$ cat config.mk
export PLATFORM = sky130hd
export DESIGN_NAME = trace_output_arbiter
export DESIGN_NICKNAME = d
export VERILOG_FILES = /design/src/rtl/trace_output_arbiter.sv
export SDC_FILE = /design/constraint.sdc
export NUM_CORES = 2
export LEC_CHECK = 0
export CELL_PAD_IN_SITES_DETAIL_PLACEMENT = 1
export CELL_PAD_IN_SITES_GLOBAL_PLACEMENT = 1
export CORE_MARGIN = 5
export CORE_UTILIZATION = 50
export DETAILED_ROUTE_END_ITERATION = 16
export HOLD_SLACK_MARGIN = 0.05
export PLACE_DENSITY_LB_ADDON = 0.1
export SLEW_MARGIN = 20
export SYNTH_ARGS = -nofsm -noshare
export SYNTH_HDL_FRONTEND = slang
export SYNTH_SLANG_ARGS = --single-unit
$ cat constraint.sdc
create_clock -name clk -period 9.3 [get_ports clk]
set_clock_uncertainty 0.1 [all_clocks]
set_input_delay 0.93 -clock clk [delete_from_list [all_inputs] [get_ports clk]]
set_output_delay 0.93 -clock clk [all_outputs]
set_load 0.01 [all_outputs]
$ cat src/rtl/trace_output_arbiter.sv
// Merges completed trace elements from the ID/EX/WB trackers into one stream ordered by
// if_data.time_start, with a small FIFO per source and a valid/ready sink.
package trace_output_arbiter_pkg;
  typedef struct packed {
    logic [31:0] time_start;
    logic [31:0] pc;
  } if_data_t;

  typedef struct packed {
    if_data_t    if_data;
    logic [31:0] insn;
  } trace_output;
endpackage

module trace_output_arbiter
  import trace_output_arbiter_pkg::*;
#(
  parameter int NUM_SOURCES = 3,
  parameter int SLOT_DEPTH  = 4,
  parameter int CNT_WIDTH   = 32
) (
  input  logic                                clk,
  input  logic                                rst,
  input  logic        [NUM_SOURCES-1:0]       src_valid,
  input  trace_output [NUM_SOURCES-1:0]       src_data,
  output logic                                out_valid,
  output trace_output                         out_data,
  input  logic                                out_ready,
  output logic        [NUM_SOURCES-1:0]       overflow,
  input  logic                                overflow_clr,
  output logic        [CNT_WIDTH-1:0]         emitted_count
);
  localparam int PW = $clog2(SLOT_DEPTH);
  localparam int SW = (NUM_SOURCES > 1) ? $clog2(NUM_SOURCES) : 1;

  typedef enum logic [1:0] {IDLE, SELECT, PRESENT} state_t;

  state_t             state, state_next;
  trace_output        mem [NUM_SOURCES][SLOT_DEPTH];
  logic [PW-1:0]      rd_ptr [NUM_SOURCES];
  logic [PW-1:0]      wr_ptr [NUM_SOURCES];
  logic [PW:0]        count [NUM_SOURCES];
  logic [PW:0]        count_next [NUM_SOURCES];
  logic [SW-1:0]      sel, winner;
  logic               found;
  logic [31:0]        best;
  logic [NUM_SOURCES-1:0] push, pop, full, nonempty, nonempty_next, drop;
  logic               fire;

  assign out_valid = (state == PRESENT);
  assign fire      = out_valid & out_ready;

  // A full FIFO still accepts a write when its head leaves in the same cycle.
  always_comb begin
    push          = '0;
    pop           = '0;
    full          = '0;
    nonempty      = '0;
    nonempty_next = '0;
    for (int i = 0; i < NUM_SOURCES; i++) begin
      full[i]          = (count[i] == (PW+1)'(SLOT_DEPTH));
      nonempty[i]      = (count[i] != '0);
      pop[i]           = fire && (sel == SW'(i));
      push[i]          = src_valid[i] && (!full[i] || pop[i]);
      count_next[i]    = count[i] + (PW+1)'(push[i]) - (PW+1)'(pop[i]);
      nonempty_next[i] = (count_next[i] != '0);
    end
    drop = src_valid & ~push;
  end

  // Oldest head wins; strict compare keeps the lowest index on a tie.
  always_comb begin
    winner = '0;
    found  = 1'b0;
    best   = '0;
    for (int i = 0; i < NUM_SOURCES; i++) begin
      if (nonempty[i] && (!found || (mem[i][rd_ptr[i]].if_data.time_start < best))) begin
        winner = SW'(i);
        found  = 1'b1;
        best   = mem[i][rd_ptr[i]].if_data.time_start;
      end
    end
  end

  always_comb begin
    state_next = state;
    unique case (state)
      IDLE:    if (|nonempty) state_next = SELECT;
      SELECT:  state_next = PRESENT;
      PRESENT: if (fire) state_next = (|nonempty_next) ? SELECT : IDLE;
      default: state_next = IDLE;
    endcase
  end

  always_ff @(posedge clk or negedge rst) begin
    if (!rst) begin
      state         <= IDLE;
      sel           <= '0;
      out_data      <= '{default: '0};
      overflow      <= '0;
      emitted_count <= '0;
      for (int i = 0; i < NUM_SOURCES; i++) begin
        rd_ptr[i] <= '0;
        wr_ptr[i] <= '0;
        count[i]  <= '0;
      end
    end else begin
      state    <= state_next;
      overflow <= (overflow & ~{NUM_SOURCES{overflow_clr}}) | drop;
      if (fire) emitted_count <= emitted_count + CNT_WIDTH'(1);
      if (state == SELECT) begin
        sel      <= winner;
        out_data <= mem[winner][rd_ptr[winner]];
      end
      for (int i = 0; i < NUM_SOURCES; i++) begin
        count[i] <= count_next[i];
        if (push[i]) wr_ptr[i] <= wr_ptr[i] + PW'(1);
        if (pop[i])  rd_ptr[i] <= rd_ptr[i] + PW'(1);
      end
    end
  end

  // Storage carries no reset; occupancy alone decides what is valid.
  always_ff @(posedge clk) begin
    for (int i = 0; i < NUM_SOURCES; i++) begin
      if (push[i]) mem[i][wr_ptr[i]] <= src_data[i];
    end
  end
endmodule

# Word-level counts from Yosys, hierarchy flattened
# Memories as Yosys holds them, arrays and structs flattened.
# Cells that the tools add are included.
[totals]
regBits = 156
memories = 1
output_inout_bits = 132
in_bits = 295
ramBits = 1152
mem_bits_ro = 0
latch_bits = 0
[classes]
mux = 37
n_mul = 0
add_sub_neg = 13
n_reduce_logical = 32
n_eq_ne = 9
div = 0
shifts = 0
bitwise = 14
n_lt_le_gt_ge = 13
[mem_list]
columns = ["name", "words", "word_bits", "rd", "rd_ports_with_merged_regs", "wr", "line", "rtl"]
rows = [
  ["mem", 3, 384, 4, 0, 3, "39", "trace_output mem [NUM_SOURCES][SLOT_DEPTH];"],
]
[op_table]
columns = ["operator", "count"]
rows = [
  ["two-way mux 384 bit", 3],
  ["two-way mux 96 bit", 11],
  ["binary-select mux 96 bit (select 2 bit)", 4],
  ["demux 96 bit (select 2 bit)", 3],
  ["< comparator 32 bit", 2],
  ["two-way mux 32 bit", 2],
  ["adder 32 x 1 -> 32 bit, second input constant", 1],
  [">= comparator 3 bit, second input constant", 8],
  ["inverter 2 -> 3 bit", 8],
  ["nonzero test 3 bit", 6],
  ["adder 2 x 1 -> 2 bit, second input constant", 6],
  ["logical AND 1 bit", 11],
  ["two-way mux 2 bit", 5],
  ["adder 3 x 1 -> 3 bit", 3],
  ["equality test 3 bit, second input constant", 3],
  ["< comparator 3 x 1 -> 1 bit, second input constant", 3],
  ["subtractor 3 x 1 -> 3 bit", 3],
  ["two-way mux 1 bit", 7],
  ["bitwise AND 3 bit", 2],
  ["inverter 3 bit", 2],
  ["one-hot mux 2 bit (3 select lines)", 1],
  ["OR reduction 3 bit", 2],
  ["zero test 1 bit", 5],
  ["logical OR 1 bit", 5],
  ["other kinds (9)", 12],
]

# Depth between registers and ports, before layout
[depth]
depth_word = 21
depth_mapped = 30
depth_no_buf = 22

# Worst setup path before layout
# OpenSTA, ideal clock, no wires.
[synth_timing]
kind = "register to register"
startpoint = "reg rd_ptr[4] (netlist name)"
endpoint = "reg out_data[93] (netlist name)"
required_time_ps = 9065
path_slack_ps = 2296
path_buffers = 7
t_arrival_ps = 6769
synth_period_minus_slack_ps = 7004
setup_time_ps = 135
path_stages_with_launch = 27
cell_sequence = "dfrtp_1 -> buf_4 -> clkbuf_1 -> buf_1 -> buf_1 -> mux2i_1 -> nand2_1 -> o211ai_1 -> ha_1 -> a211o_1 -> o311a_1 -> o31ai_4 -> a21o_1 -> buf_2 -> buf_1 -> buf_1 -> a21oi_1 -> ha_1 -> a211oi_1 -> o21ai_0 -> a21oi_1 -> a2111oi_0 -> or3_1 -> a221oi_1 -> nand2_1 -> a2111oi_0 -> o41ai_1"
[synth_via]
elab_chain_cells = 21
word_cells_on_any_way = 25
classes_between = "2 x order compare; 14 x mux; 3 x bitwise; 5 x reduce/logical; 1 x memory"
[synth_lines]
columns = ["item", "line", "rtl"]
rows = [
  ["start, declared", "40", "logic [PW-1:0] rd_ptr [NUM_SOURCES];"],
  ["start signal, assigned by index", "118", "if (pop[i]) rd_ptr[i] <= rd_ptr[i] + PW'(1);"],
  ["inverter 2 -> 3 bit (not written as such)", "80", "best = mem[i][rd_ptr[i]].if_data.time_start;"],
  ["binary-select mux 96 bit (select 2 bit)", "80", ""],
  ["two-way mux 96 bit (not written as such) (2 in a row)", "80", ""],
  ["two-way mux 32 bit", "77", "if (nonempty[i] && (!found || (mem[i][rd_ptr[i]].if_data.time_start < best))) begin"],
  ["< comparator 32 bit", "77", ""],
  ["logical OR 1 bit", "77", ""],
  ["logical AND 1 bit", "77", ""],
  ["two-way mux 32 bit / two-way mux 1 bit (equally long branches)", "77", ""],
  ["[... 2 more ...]", "--", ""],
  ["logical AND 1 bit", "77", ""],
  ["two-way mux 2 bit", "77", ""],
  ["inverter 2 -> 3 bit (not written as such)", "113", "out_data <= mem[winner][rd_ptr[winner]];"],
  ["binary-select mux 2 bit (select 2 bit)", "113", ""],
  ["two-way mux 2 bit (not written as such) (2 in a row)", "113", ""],
  ["inverter 2 -> 3 bit (not written as such)", "113", ""],
  ["binary-select mux 96 bit (select 2 bit) (*)", "113", ""],
  ["two-way mux 96 bit (not written as such) (*) (2 in a row)", "113", ""],
  ["end signal, assigned", "113", ""],
  ["end, declared", "27", "output trace_output out_data,"],
]
# Every way passes the cells marked *; elsewhere a longest branch is shown, timed or not. The select of a mux whose other input is x is not followed.
# A chain may end at the register's enable or synchronous reset.

# Final worst setup path
[layout_timing]
startpoint = "reg rd_ptr[2] (netlist name)"
endpoint = "reg out_data[61] (netlist name)"
[layout_via]
elab_chain_cells = 20
word_cells_on_any_way = 24
classes_between = "2 x order compare; 13 x mux; 3 x bitwise; 5 x reduce/logical; 1 x memory"
[layout_lines]
columns = ["item", "line"]
rows = [
  ["inverter 2 -> 3 bit (not written as such)", "77, 80"],
  ["binary-select mux 96 bit (select 2 bit)", "77, 80"],
  ["two-way mux 96 bit (not written as such) (2 in a row)", "77, 80"],
  ["< comparator 32 bit", "77"],
  ["logical OR 1 bit", "77"],
  ["logical AND 1 bit", "77"],
  ["two-way mux 32 bit / two-way mux 1 bit (equally long branches)", "77"],
  ["< comparator 32 bit / zero test 1 bit (equally long branches)", "77"],
  ["logical OR 1 bit", "77"],
  ["logical AND 1 bit", "77"],
  ["two-way mux 2 bit", "77"],
  ["inverter 2 -> 3 bit (not written as such)", "113"],
  ["binary-select mux 2 bit (select 2 bit)", "113"],
  ["two-way mux 2 bit (not written as such) (2 in a row)", "113"],
  ["inverter 2 -> 3 bit (not written as such)", "113"],
  ["binary-select mux 96 bit (select 2 bit) (*)", "113"],
  ["two-way mux 96 bit (not written as such) (*) (2 in a row)", "113"],
]
# Marks and branches as above.

==> results.cfg <==
[floorplan]
die_height_um = 336.7
row_count = 119
initial_utilization_pct = 50.49
die_w_um = 336.7
dieArea_mm2 = 0.1134
ios = 427
core-area_mm2 = 0.1057

[setup_path]
critPathRequiredTime_ns = 9.78
crit_chain = nor2b_1, a211oi_1, a21oi_1, ha_1, a211o_1, a211oi_1, o21ai_0, nor2_1, a21o_4, nand2_1, o21a_1, ha_1, a21o_1, a21o_1, a21oi_1, a2111oi_0, or3_1, a221o_1, nor2_4, buf_4, buf_4, o2bb2ai_1, a31oi_1
worstPathArrival_ns = 8.90
crit_slowest_cell = dfrtp_4
end_kind = flip-flop
start_kind = flip-flop
cpPeakStageDelay_ns = 1.02
cp_top_family = compound AO/OA/AOI/OAI gates
path_buf_inv = 2
critPathKind = reg -> reg
cp_max_fo = 73

[run]
maxCapViolations = 0

[clock_network]
clk_path_buf_depth = 3
clk_latency_ns = 0.74
cts_buffers = 139
htreeDepth = 4
clk_pin_slew_worst_paths_ns = 0.06
cts.sinks = 1308
hold_buffers = 1
cts_setup_buffers = 0
root_buffer = clkbuf_16
cts_tree = done
post_cts_resized = 0

[logic_synthesis]
async_flop_share_pct = 11.93
synth_flop_cell = edfxtp_1
synth_area_leaders = edfxtp_1 65%, dfrtp_1 7.3%, mux4_2 6.9%
ys_ff_latch = 1308
syn_area_mm2 = 0.05338
synth_warnings = 0
synth-edff-count = 1152
synth_top_area_share_pct = 64.81
avgSynthCellArea_um2 = 16.53
mappedNetlistNets = 3607
ys_seq_area_share_pct = 72.12
synth_cell_types = 63
synth_area_leader_cell = edfxtp_1
synth_cells = 3229

[timing]
finalHoldViolCount = 0
post-route-min-period_ns = 8.418
slew_viol_final = 0
fmax_ghz = 0.1188
maxSlewHeadroom_pct = 25.43
finalSetupTns_ns = 0
rsz0062_at_grt = no
fin_hold_ws_ns = 0.3802
worst_slew_pin_slew_ns = 1.119
fin_ws_ns = 0.8817
post-route-period-util_pct = 90.52
setup_viol = 0

[layout]
regArea_mm2 = 0.03851
fill_cells = 9468
final_cell_mix = 1152 x edfxtp_1, 425 x clkdlybuf4s50_1, 218 x nand2_1
drive_above_1_share_pct = 12.97
design_area_mm2 = 0.06391
final_nets = 4042
syn_to_final_growth_pct = 19.73
final_common_cell = edfxtp_1
multi_input_area_mm2 = 0.01389

[placed_design]
post_dp_cell_area_mm2 = 0.05918
portBuffers = 426
dpl.hpwl_um = 101000
gp_congestion = 0.8865
pre_cts_slack_ns = 1.091

[global_routing]
antenna_found_initial = 46
grt_pass1_wl_um = 234700
grt_use_met1_pct = 37.51
grt_most_used_layer = met2
grt_pass1_vias = 34400
grtUsageMet2_pct = 47.12
grt_max_degree = 87
grt_use_total_pct = 28.38
grt_overflow = 0
grtUsageMet3_pct = 7.024

[power_and_ir_drop]
p_per_area_mw_per_mm2 = 416.2
p_leak_nw = 21.80
total_power_mw = 26.60
ir_drop_uv = 405.9

[routing]
final_antenna_net_count = 0
drtIter0Drc = 2788
post_drt_via_cell_ratio = 6.151
drtPass1Iterations = 7
num_vias = 32000
wire_per_inst_um = 31.00
wirelength_um = 161300
drcViolationCount = 0

[outcome]
status = finished clean

[worst_hold_path]
hold_path.class = reg -> reg
## path summary, 6_finish.rpt
check                                   from                end  slack, ns  cells after the start
setup / recovery                   rd_ptr[2]       out_data[61]       0.88                     23
hold / removal             emitted_count[31]  emitted_count[31]       0.38                      1
setup reg to reg                   rd_ptr[2]       out_data[61]       0.88                     23
hold reg to reg            emitted_count[31]  emitted_count[31]       0.38                      1
max in group asynchronous                rst          rd_ptr[2]       6.21                      4
min in group asynchronous                rst       out_data[79]       0.63                      2
## stage by stage
step	cells	utilization (%)
global placement	4909	55.96
detailed placement	4910	55.98
finish	5202	60.46
global route	5185	60.42
CTS	5167	60.30
floorplan	3229	-
## registers in the layout, summed over array words and instances, names as in the netlist
register and cells:
state 2, rd_ptr 6, overflow 3, out_data 96, mem 1152, wr_ptr 6
count 9, emitted_count 32, sel 2
## cell type report
cell class	count	area share (%)
clock inverter	57	0.9808
inverter	73	0.4287
multi-input combinational	1652	21.73
clock buffer	199	6.151
timing repair buffer	490	7.594
sequential	1308	60.26
antenna	32	0.1253
tap	1391	2.723
## metal layers
metal	routed length, um	up-vias
met4	4113	22
met2	79130	1279
met1	64740	16770
met3	13140	264
met5	157	-
li1	-	13670
## cell families (layout without fill, tap and decap cells)
| group | Yosys count | count (layout) | synth area share (%) |
|---|---|---|---|
| DFF | 1308 | 1308 | 72.12 |
| and+or+nand+nor | 594 | 594 | 5.251 |
| AOI/OAI and AO/OA | 587 | 587 | 7.534 |
| muxes | 342 | 342 | 10.30 |
| buffers and inverters | 269 | 819 | 2.056 |
| adders and majority gates | 83 | 83 | 1.988 |
| xor gates and xnor gates | 46 | 46 | 0.7548 |
| other | 0 | 32 | 0 |
## power breakdown
part	total [mW]	switching [mW]	internal, mW
logic	12.5	8.21	4.28
registers	8.56	0.721	7.84
clock network	5.55	2.28	3.26
total	26.6	11.2	15.4
## Yosys cell counts, types with 2 or more instances
cell	count
edfxtp_1	1152
nand2_1	219
a211oi_1	171
mux4_2	163
dfrtp_1	156
mux2i_1	154
o21ai_0	143
clkbuf_1	129
nor2b_1	88
nor2_1	86
nand3_1	82
ha_1	80
inv_1	73
o211ai_1	54
a31oi_1	51
nor3_1	50
o2bb2ai_1	48
xnor2_1	41
a21oi_1	36
buf_1	33
o21a_1	30
buf_2	27
mux2_2	24
and3_1	19
nand4_1	19
and2_1	11
a21o_1	10
a211o_1	7
nor4_1	5
xor2_1	5
a221o_1	4
a41oi_1	4
nor3b_1	4
o221ai_1	4
o22ai_1	4
a2111oi_0	3
buf_4	3
fa_1	3
nand3b_1	3
o21ai_1	3
a221oi_1	2
a2bb2oi_1	2
buf_6	2
o211a_1	2
or3_1	2
(Power assumes the default switching activity.)
